**src/rtl/dma_pkg.sv**
```systemverilog
// rtl/dma_pkg.sv - shared DMA types, widths and helpers
// Purpose: AXI burst/response encodings, write-responder FSM states,
//          default bus widths and the max-beat-size helper.
// Ports:   none (package)
package dma_pkg;

    localparam int DMA_ADDR_W = 32;
    localparam int DMA_DATA_W = 32;
    localparam int DMA_ID_W   = 4;

    typedef enum logic [1:0] {
        BURST_FIXED = 2'b00,
        BURST_INCR  = 2'b01,
        BURST_WRAP  = 2'b10,
        BURST_RSVD  = 2'b11
    } axi_burst_e;

    typedef enum logic [1:0] {
        RESP_OKAY   = 2'b00,
        RESP_EXOKAY = 2'b01,
        RESP_SLVERR = 2'b10,
        RESP_DECERR = 2'b11
    } axi_resp_e;

    typedef enum logic [1:0] {
        ST_IDLE = 2'b00,
        ST_DATA = 2'b01,
        ST_RESP = 2'b10
    } wr_slv_state_e;

    // Largest legal AxSIZE for a bus with strb_w byte lanes.
    function automatic logic [2:0] axi_size_max(input int strb_w);
        return 3'($clog2(strb_w));
    endfunction

endpackage

```
**src/rtl/dma_axi_addr_gen.sv**
```systemverilog
// rtl/dma_axi_addr_gen.sv - AXI beat address stepping and window range check
// Purpose: next-beat address from the latched burst state, and a check that
//          a whole burst (start .. start+((len+1)<<size)-1) fits the window.
// Ports:   i_cur_addr/i_cur_size/i_cur_burst -> o_next_addr
//          i_start_addr/i_len/i_size         -> o_in_range
module dma_axi_addr_gen
    import dma_pkg::*;
#(
    parameter int                ADDR_W    = DMA_ADDR_W,
    parameter logic [ADDR_W-1:0] MEM_BASE  = 32'h8000_0000,
    parameter int                MEM_BYTES = 65536
) (
    input  logic [ADDR_W-1:0] i_cur_addr,
    input  logic [2:0]        i_cur_size,
    input  axi_burst_e        i_cur_burst,
    output logic [ADDR_W-1:0] o_next_addr,
    input  logic [ADDR_W-1:0] i_start_addr,
    input  logic [7:0]        i_len,
    input  logic [2:0]        i_size,
    output logic              o_in_range
);

    // One extra bit so the window end and burst end never wrap.
    localparam logic [ADDR_W:0] LP_LO  = {1'b0, MEM_BASE};
    localparam logic [ADDR_W:0] LP_HI  = LP_LO + (ADDR_W+1)'(MEM_BYTES);
    localparam logic [ADDR_W:0] LP_ONE = (ADDR_W+1)'(1);

    logic [ADDR_W-1:0] w_step;
    logic [8:0]        w_beats;
    logic [ADDR_W:0]   w_bytes;
    logic [ADDR_W:0]   w_end;

    assign w_step      = {{(ADDR_W-1){1'b0}}, 1'b1} << i_cur_size;
    assign o_next_addr = (i_cur_burst == BURST_INCR) ? (i_cur_addr + w_step) : i_cur_addr;

    assign w_beats    = {1'b0, i_len} + 9'd1;
    assign w_bytes    = {{(ADDR_W-8){1'b0}}, w_beats} << i_size;
    assign w_end      = {1'b0, i_start_addr} + w_bytes - LP_ONE;
    assign o_in_range = ({1'b0, i_start_addr} >= LP_LO) && (w_end < LP_HI);

endmodule

```
**src/rtl/dma_axi_wr_slave.sv**
```systemverilog
// rtl/dma_axi_wr_slave.sv - AXI4 write responder driving an SRAM-style write port
// Purpose: accepts one FIXED/INCR burst at a time, turns each W beat into a
//          memory write and returns one B response per burst.
// Ports:   clk_i, rst_ni (sync, active-low)
//          s_axi_aw* : burst request       s_axi_w* : write beats
//          s_axi_b*  : burst response      mem_*    : memory write port
module dma_axi_wr_slave
    import dma_pkg::*;
#(
    parameter int                ADDR_W    = DMA_ADDR_W,
    parameter int                DATA_W    = DMA_DATA_W,
    parameter int                ID_W      = DMA_ID_W,
    parameter logic [ADDR_W-1:0] MEM_BASE  = 32'h8000_0000,
    parameter int                MEM_BYTES = 65536,
    parameter int                STRB_W    = DATA_W/8
) (
    input  logic              clk_i,
    input  logic              rst_ni,
    input  logic [ID_W-1:0]   s_axi_awid_i,
    input  logic [ADDR_W-1:0] s_axi_awaddr_i,
    input  logic [7:0]        s_axi_awlen_i,
    input  logic [2:0]        s_axi_awsize_i,
    input  logic [1:0]        s_axi_awburst_i,
    input  logic              s_axi_awvalid_i,
    output logic              s_axi_awready_o,
    input  logic [DATA_W-1:0] s_axi_wdata_i,
    input  logic [STRB_W-1:0] s_axi_wstrb_i,
    input  logic              s_axi_wlast_i,
    input  logic              s_axi_wvalid_i,
    output logic              s_axi_wready_o,
    output logic [ID_W-1:0]   s_axi_bid_o,
    output logic [1:0]        s_axi_bresp_o,
    output logic              s_axi_bvalid_o,
    input  logic              s_axi_bready_i,
    output logic              mem_we_o,
    output logic [ADDR_W-1:0] mem_addr_o,
    output logic [DATA_W-1:0] mem_wdata_o,
    output logic [STRB_W-1:0] mem_wstrb_o,
    input  logic              mem_ready_i
);

    localparam int LSB_W = $clog2(STRB_W);

    wr_slv_state_e     r_state;
    logic              r_awready;
    logic              r_bvalid;
    logic [ID_W-1:0]   r_id;
    logic [ADDR_W-1:0] r_addr;
    logic [7:0]        r_len;
    logic [2:0]        r_size;
    axi_burst_e        r_burst;
    logic [8:0]        r_cnt;
    axi_resp_e         r_resp;
    logic              r_aw_err;    // burst rejected at AW: suppress all memory writes

    logic              w_aw_hs;
    logic              w_wready;
    logic              w_w_hs;
    logic              w_last_beat;
    logic              w_aw_slverr;
    logic              w_in_range;
    logic [ADDR_W-1:0] w_next_addr;
    logic [ADDR_W-1:0] w_offset;

    dma_axi_addr_gen #(
        .ADDR_W    (ADDR_W),
        .MEM_BASE  (MEM_BASE),
        .MEM_BYTES (MEM_BYTES)
    ) u_addr_gen (
        .i_cur_addr   (r_addr),
        .i_cur_size   (r_size),
        .i_cur_burst  (r_burst),
        .o_next_addr  (w_next_addr),
        .i_start_addr (s_axi_awaddr_i),
        .i_len        (s_axi_awlen_i),
        .i_size       (s_axi_awsize_i),
        .o_in_range   (w_in_range)
    );

    assign w_aw_hs     = s_axi_awvalid_i & r_awready;
    assign w_wready    = (r_state == ST_DATA) & mem_ready_i;
    assign w_w_hs      = s_axi_wvalid_i & w_wready;
    assign w_last_beat = (r_cnt == {1'b0, r_len});
    assign w_aw_slverr = ((s_axi_awburst_i != BURST_INCR) && (s_axi_awburst_i != BURST_FIXED))
                       || (s_axi_awsize_i > axi_size_max(STRB_W));

    always_ff @(posedge clk_i) begin
        if (!rst_ni) begin
            r_state   <= ST_IDLE;
            r_awready <= 1'b1;
            r_bvalid  <= 1'b0;
            r_id      <= '0;
            r_addr    <= '0;
            r_len     <= '0;
            r_size    <= '0;
            r_burst   <= BURST_FIXED;
            r_cnt     <= '0;
            r_resp    <= RESP_OKAY;
            r_aw_err  <= 1'b0;
        end else begin
            case (r_state)
                ST_IDLE: begin
                    if (w_aw_hs) begin
                        r_id      <= s_axi_awid_i;
                        r_addr    <= s_axi_awaddr_i;
                        r_len     <= s_axi_awlen_i;
                        r_size    <= s_axi_awsize_i;
                        r_burst   <= axi_burst_e'(s_axi_awburst_i);
                        r_cnt     <= '0;
                        r_aw_err  <= !w_in_range || w_aw_slverr;
                        r_resp    <= !w_in_range ? RESP_DECERR :
                                     (w_aw_slverr ? RESP_SLVERR : RESP_OKAY);
                        r_awready <= 1'b0;
                        r_state   <= ST_DATA;
                    end
                end
                ST_DATA: begin
                    if (w_w_hs) begin
                        r_cnt  <= r_cnt + 9'd1;
                        r_addr <= w_next_addr;
                        // Misplaced or missing wlast is sticky but never ends the burst early.
                        if ((s_axi_wlast_i != w_last_beat) && (r_resp != RESP_DECERR))
                            r_resp <= RESP_SLVERR;
                        if (w_last_beat) begin
                            r_bvalid <= 1'b1;
                            r_state  <= ST_RESP;
                        end
                    end
                end
                ST_RESP: begin
                    if (s_axi_bready_i) begin
                        r_bvalid  <= 1'b0;
                        r_awready <= 1'b1;
                        r_state   <= ST_IDLE;
                    end
                end
                default: begin
                    r_state <= ST_IDLE;
                end
            endcase
        end
    end

    assign w_offset = r_addr - MEM_BASE;

    assign s_axi_awready_o = r_awready;
    assign s_axi_wready_o  = w_wready;
    assign s_axi_bvalid_o  = r_bvalid;
    assign s_axi_bid_o     = r_id;
    assign s_axi_bresp_o   = r_bvalid ? r_resp : RESP_OKAY;

    assign mem_we_o    = w_w_hs & !r_aw_err;
    assign mem_addr_o  = (r_state == ST_DATA) ? {w_offset[ADDR_W-1:LSB_W], {LSB_W{1'b0}}} : '0;
    assign mem_wdata_o = s_axi_wdata_i;
    assign mem_wstrb_o = s_axi_wstrb_i;

endmodule
```
**config.mk**
```make
export PLATFORM = sky130hd
export DESIGN_NAME = dma_axi_wr_slave
export DESIGN_NICKNAME = d
export VERILOG_FILES = /design/src/rtl/dma_pkg.sv /design/src/rtl/dma_axi_addr_gen.sv /design/src/rtl/dma_axi_wr_slave.sv
export SDC_FILE = /design/constraint.sdc
export NUM_CORES = 1
export LEC_CHECK = 0
export ABC_AREA = 1
export ABC_CLOCK_PERIOD_IN_PS = 9600
export CAP_MARGIN = 20
export CORE_ASPECT_RATIO = 0.7
export CORE_MARGIN = 5
export CORE_UTILIZATION = 39
export CTS_CLUSTER_DIAMETER = 200
export DETAILED_ROUTE_END_ITERATION = 10
export PLACE_DENSITY = 0.64
export SKIP_CTS_REPAIR_TIMING = 1
export SYNTH_ARGS = -nofsm -noshare
export SYNTH_HDL_FRONTEND = slang
export SYNTH_HIERARCHICAL = 1
export SYNTH_SLANG_ARGS = --single-unit
```
**constraint.sdc**
```tcl
create_clock -name clk_i -period 9.6 [get_ports clk_i]
set_input_delay 2.4 -clock clk_i [delete_from_list [all_inputs] [get_ports clk_i]]
set_output_delay 2.4 -clock clk_i [all_outputs]
set_load 0.005 [all_outputs]
```
## After elaboration in Yosys (flattened, before gate mapping)

Index checks and enable logic that the tools add are counted.
W data, S select, Z words.

| cells by class | value |
|---|---|
| $add $sub $neg | 6 |
| bitwise gates (word level) | 4 |
| shifts and indexed selects | 2 |
| reductions and logical operators | 19 |
| muxes and demuxes | 27 |
| magnitude comparators | 3 |
| equality and inequality tests | 13 |

Operators by type and width:

| operator | number |
|---|---|
| $mux W32 | 4 |
| $pmux W32 S2 | 1 |
| $add A32 B33 Y33 | 1 |
| $lt A33 B32 Y1 const B | 1 |
| $shl A9 B3 Y33 | 1 |
| $sub A33 B1 Y33 const B | 1 |
| $add A32 B32 Y32 | 1 |
| $ge A32 B32 Y1 const B | 1 |
| $shl A1 B3 Y32 const A | 1 |
| $sub A32 B32 Y32 const B | 1 |
| $mux W2 | 10 |
| $mux W9 | 2 |
| $pmux W9 S2 | 1 |
| $reduce_and A4 Y1 | 4 |
| $ne A2 B2 Y1 const B | 5 |
| $add A8 B1 Y9 const B | 1 |
| $add A9 B1 Y9 const B | 1 |
| $eq A9 B8 Y1 | 1 |
| $reduce_bool A2 Y1 | 4 |
| $ne A2 B1 Y1 const B | 3 |
| $pmux W2 S3 | 1 |
| $reduce_and A3 Y1 | 2 |
| $mux W1 | 5 |
| $and A1 B1 Y1 | 4 |
| other kinds (11) | 17 |

| storage, ports and cells | value |
|---|---|
| output and inout port bits | 78 |
| logic and storage cells | 85 |
| bits of input ports | 92 |
| register bits | 65 |

## Longest topological paths before layout

| depth | value |
|---|---|
| depth in word-level cells | 9 |
| mapped depth | 31 |
| mapped depth without buffers | 31 |

## By module

Netlist, hierarchy kept.

Modules (own cells, without submodules):

| module | cells an instance | area each (µm²) | instances | sequential area each (µm²) |
|---|---|---|---|---|
| dma_axi_addr_gen | 775 | 4102.7 | 1 | 0.0 |
| dma_axi_wr_slave | 495 | 3362.0 | 1 | 1301.2 |

## Least setup slack after synthesis

OpenSTA, ideal clock, no wires.

| path | value |
|---|---|
| path kind | input -> register |
| start | input port s_axi_awlen_i[0] |
| end | register r_resp[0] |
| stages on the path | 27 |
| path slack | 3.938 ns |
| arrival | 5.598 ns |
| data required time | 9.536 ns |
| path buffers | 0 |
| setup time | 0.064 ns |
| cell sequence | ha_1 > and3_1 > nand4_1 > nor2_1 > nand2_1 > o21ai_1 > mux2i_1 > or2_1 > ha_1 > inv_1 > ha_1 > a21oi_1 > o21ai_0 > a21oi_1 > nor2_1 > nor3_1 > nand2_1 > nand2_1 > nand2_1 > nand3_1 > nor2_1 > nand2_1 > a21oi_1 > or2_2 > nand3_1 > nand2_1 > nor2_1 |

| between the ends | value |
|---|---|
| word-level cells in the longest chain between the ends | 9 |

Ends and longest elaborated chain:

| what | line | text |
|---|---|---|
| from (decl) | dma_axi_wr_slave.sv:21 | `input logic [7:0] s_axi_awlen_i,` |
| $add A8 B1 Y9 | dma_axi_addr_gen.sv:36 | `assign w_beats = {1'b0, i_len} + 9'd1;` |
| $shl A9 B3 Y33 | dma_axi_addr_gen.sv:37 | `assign w_bytes = {{(ADDR_W-8){1'b0}}, w_beats} << i_size;` |
| $add A32 B33 Y33 | dma_axi_addr_gen.sv:38 | `assign w_end = {1'b0, i_start_addr} + w_bytes - LP_ONE;` |
| $sub A33 B1 Y33 | dma_axi_addr_gen.sv:38 |  |
| $lt A33 B32 Y1 | dma_axi_addr_gen.sv:39 | `assign o_in_range = ({1'b0, i_start_addr} >= LP_LO) && (w_end < LP_HI);` |
| $logic_and A1 B1 Y1 | dma_axi_addr_gen.sv:39 |  |
| via w_in_range | dma_axi_wr_slave.sv:61 | `logic w_in_range;` |
| $mux W2 | dma_axi_wr_slave.sv:111 | `r_resp <= !w_in_range ? RESP_DECERR :` |
| $mux W2 | dma_axi_wr_slave.sv:103 | `if (w_aw_hs) begin` |
| $pmux W2 S2 | dma_axi_wr_slave.sv:101 | `case (r_state)` |
| to (signal assigned) | dma_axi_wr_slave.sv:111 |  |
| to (decl) | dma_axi_wr_slave.sv:53 | `axi_resp_e r_resp;` |

The timed path passes the listed nets, and every way through them passes these cells. The select of a mux whose other input is x is not followed.
A chain may end at the register's enable or synchronous reset.

## Final worst setup path

| path | value |
|---|---|
| start | input port s_axi_awlen_i[0] |
| end | register r_resp[1] |

Same word-level chain as after synthesis.

==> out/qor.yml <==
grt:
  antenna_found_initial: 0
  top_usage_layer: "met1"
  met1_usage_pct: 31.4
  grtUsageTotal_pct: 20.3
  grt_pass1_wl_um: 37000
  grt_pass1_vias: 7105
  grt_overflow: 0
  grt_max_degree: 65
  use_met2_pct: 30.2
  use_met3_pct: 2.52
critical_path:
  end_kind: "register"
  worstPathMaxFanout: 5
  cp_top_family: "simple AND/OR/NAND/NOR gates"
  critPathMostFrequentCell: "nor2_1"
  start_kind: "input pin"
  max_stage_delay_ns: 0.56
  crit_required_ns: 9.82
  ff2ff_setup_slack_ns: 6.24
  worstSetupPathType: "in2reg"
  crit_buf_inv: 2
  crit_slowest_cell: "clkdlybuf4s50_1"
  arrival_ns: 6.96
layout:
  layout-area-overhead-vs-synth_pct: 15.6
  drive_gt1_share_pct: 4.64
  nNetsFinal: 1467
  final_common_cell: "nand2_1"
  finalInstanceArea_um2: 8630
  num_antenna_cells: 0
  final_cell_mix: "nand2_1 (294), inv_1 (210), nor2_1 (145)"
floorplan:
  initial_core_util_pct: 39.6
  coreArea_um2: 18900
  dieArea_um2: 22100
  die_x_um: 175
  fp.dieH_um: 126
  placementRows: 42
  io_pins: 170
timing:
  fin_skew_ns: 0.00725
  relSlewSlack_pct: 49.1
  period_share_pct: 70.1
  rsz0062_at_grt: "false"
  final.setup.tns_ns: 0
  setup_viol: 0
  final_hold_viol_count: 0
  hold_ws_ns: 0.477
  slew_viol_final: 0
  fmax_mhz: 148
  period_minus_slack_ns: 6.73
  worst_pin_slew_ns: 0.763
route:
  wl_per_cell_um: 15.0
  vias: 8012
  first_pass_iters: 5
  vias_per_cell: 5.14
  ant_nets: 0
  drc: 0
  wirelength_um: 23300
  dr.first_iter.drc_count: 696
synthesis:
  netlist-cell-type-count: 47
  synth-edff-count: 0
  ys_seq_area_share_pct: 17.4
  synth_top_cell_area_share_pct: 17.4
  synth_cells: 1270
  synth_ff_type: "dfxtp_1"
  synth.largest_area_cell: "dfxtp_1"
  avgSynthCellArea_um2: 5.88
  async_reset_ff_share_pct: 0
  ys_ff_latch: 65
  ys_top_cells_by_area: "dfxtp_1 (17%), nand2_1 (15%), ha_1 (11%), inv_1 (11%), nor2_1 (7.3%)"
  ys.warnings.count: 6
  syn_area_um2: 7460
placement:
  dp_hpwl_um: 19000
  gp_congestion: 0.934
  placed_area_um2: 8320
  port_buffers: 95
power_and_ir_drop:
  leakagePower_nw: 3.95
  power_density_nw_per_um2: 129
  finalPower_mw: 1.11
  ir_drop_mv: 0.0788
run_status:
  status: "complete, no violations"
clock_network:
  cts_tree: "done"
  cts.sinks: 65
  htreeDepth: 3
  ctsRootBufferMaster: "clkbuf_16"
  insertion_delay_ns: 0.34
  numCtsBuffers: 9
  clk_pin_slew_worst_paths_ns: 0.05
  clock_path_buffers: 2
flow_run:
  drv_cap: 0
min_path:
  min_path_type: "reg2reg"
==> Yosys cell counts (22+ instances only) <==
library cell / instances
a21oi_1: 69
nand3_1: 57
nor3_1: 32
ha_1: 63
dfxtp_1: 65
buf_4: 38
a31oi_1: 38
nor2_1: 145
inv_1: 210
clkbuf_1: 22
nand2_1: 294
o21ai_0: 95
==> worst register-to-register path, stage by stage (launching register included) <==
cell	delay, ns
dfxtp_1	0.43
inv_2	0.10
nand2_4	0.49
inv_2	0.50
nand2_1	0.20
nand2_2	0.09
nor2_4	0.49
buf_4	0.45
nand2_2	0.14
nor3_4	0.18
nand3_1	0.10
nand2_1	0.07
nor2_1	0.03
==> cell type report <==
type,instances,area (um2)
clock buffer,14,274
clock inverter,2,35.0
fill,2020,10200
inverter,221,830
multi-input combinational,916,4910
sequential,65,1300
tap,242,303
timing repair buffer,98,973
==> flip-flops by register name, indices dropped and copies added, names as in the netlist <==
| register | cells |
|---|---|
| s_axi_awready_o | 1 |
| r_aw_err | 1 |
| r_resp | 2 |
| r_cnt | 9 |
| r_addr | 32 |
| r_state | 2 |
| r_len | 8 |
| r_burst | 2 |
| r_size | 3 |
| s_axi_bid_o | 4 |
| s_axi_bvalid_o | 1 |
==> worst paths after layout <==
kind,startpoint,end,cells after the start
worst min register to register,r_len[6],r_len[6],2
worst max register to register,r_state[1],r_cnt[7],12
worst max-delay path,s_axi_awlen_i[0],r_resp[1],26
worst min-delay path,r_len[6],r_len[6],2
==> logic make-up after synthesis <==
kind of cell | count (synthesis) | synth area share (%)
compound gates | 226 | 16.6
xor+xnor | 32 | 3.75
fa+ha+maj | 64 | 10.8
buf+inv | 290 | 16.8
flops | 65 | 17.4
mux | 4 | 0.536
other cells | 1 | 0.0502
simple gates | 588 | 34.1
==> power by group <==
part / switching [mW] / internal [mW] / leakage [nW]
Combinational: 0.271 / 0.160 / 3.26
Sequential: 0.0360 / 0.300 / 0.536
Clock: 0.121 / 0.222 / 0.153
Total: 0.428 / 0.682 / 3.95
==> metrics by stage <==
step | instances | worst slack [ns] | utilization, %
2_1_floorplan | 1271 | 3.94 | -
3_3_place_gp | 1542 | 2.74 | 44.1
3_5_place_dp | 1542 | 2.64 | 44.1
4_1_cts | 1558 | 2.95 | 45.7
5_1_grt | 1558 | 2.42 | 45.7
6_report | 1558 | 2.87 | 45.7
==> metal layers <==
layer | wire length (um) | vias up
met5 | 0 | -
met4 | 264 | 0
met3 | 1100 | 21
met2 | 9760 | 182
met1 | 12200 | 3686
li1 | - | 4123
Power figures use the tool's default switching activity.
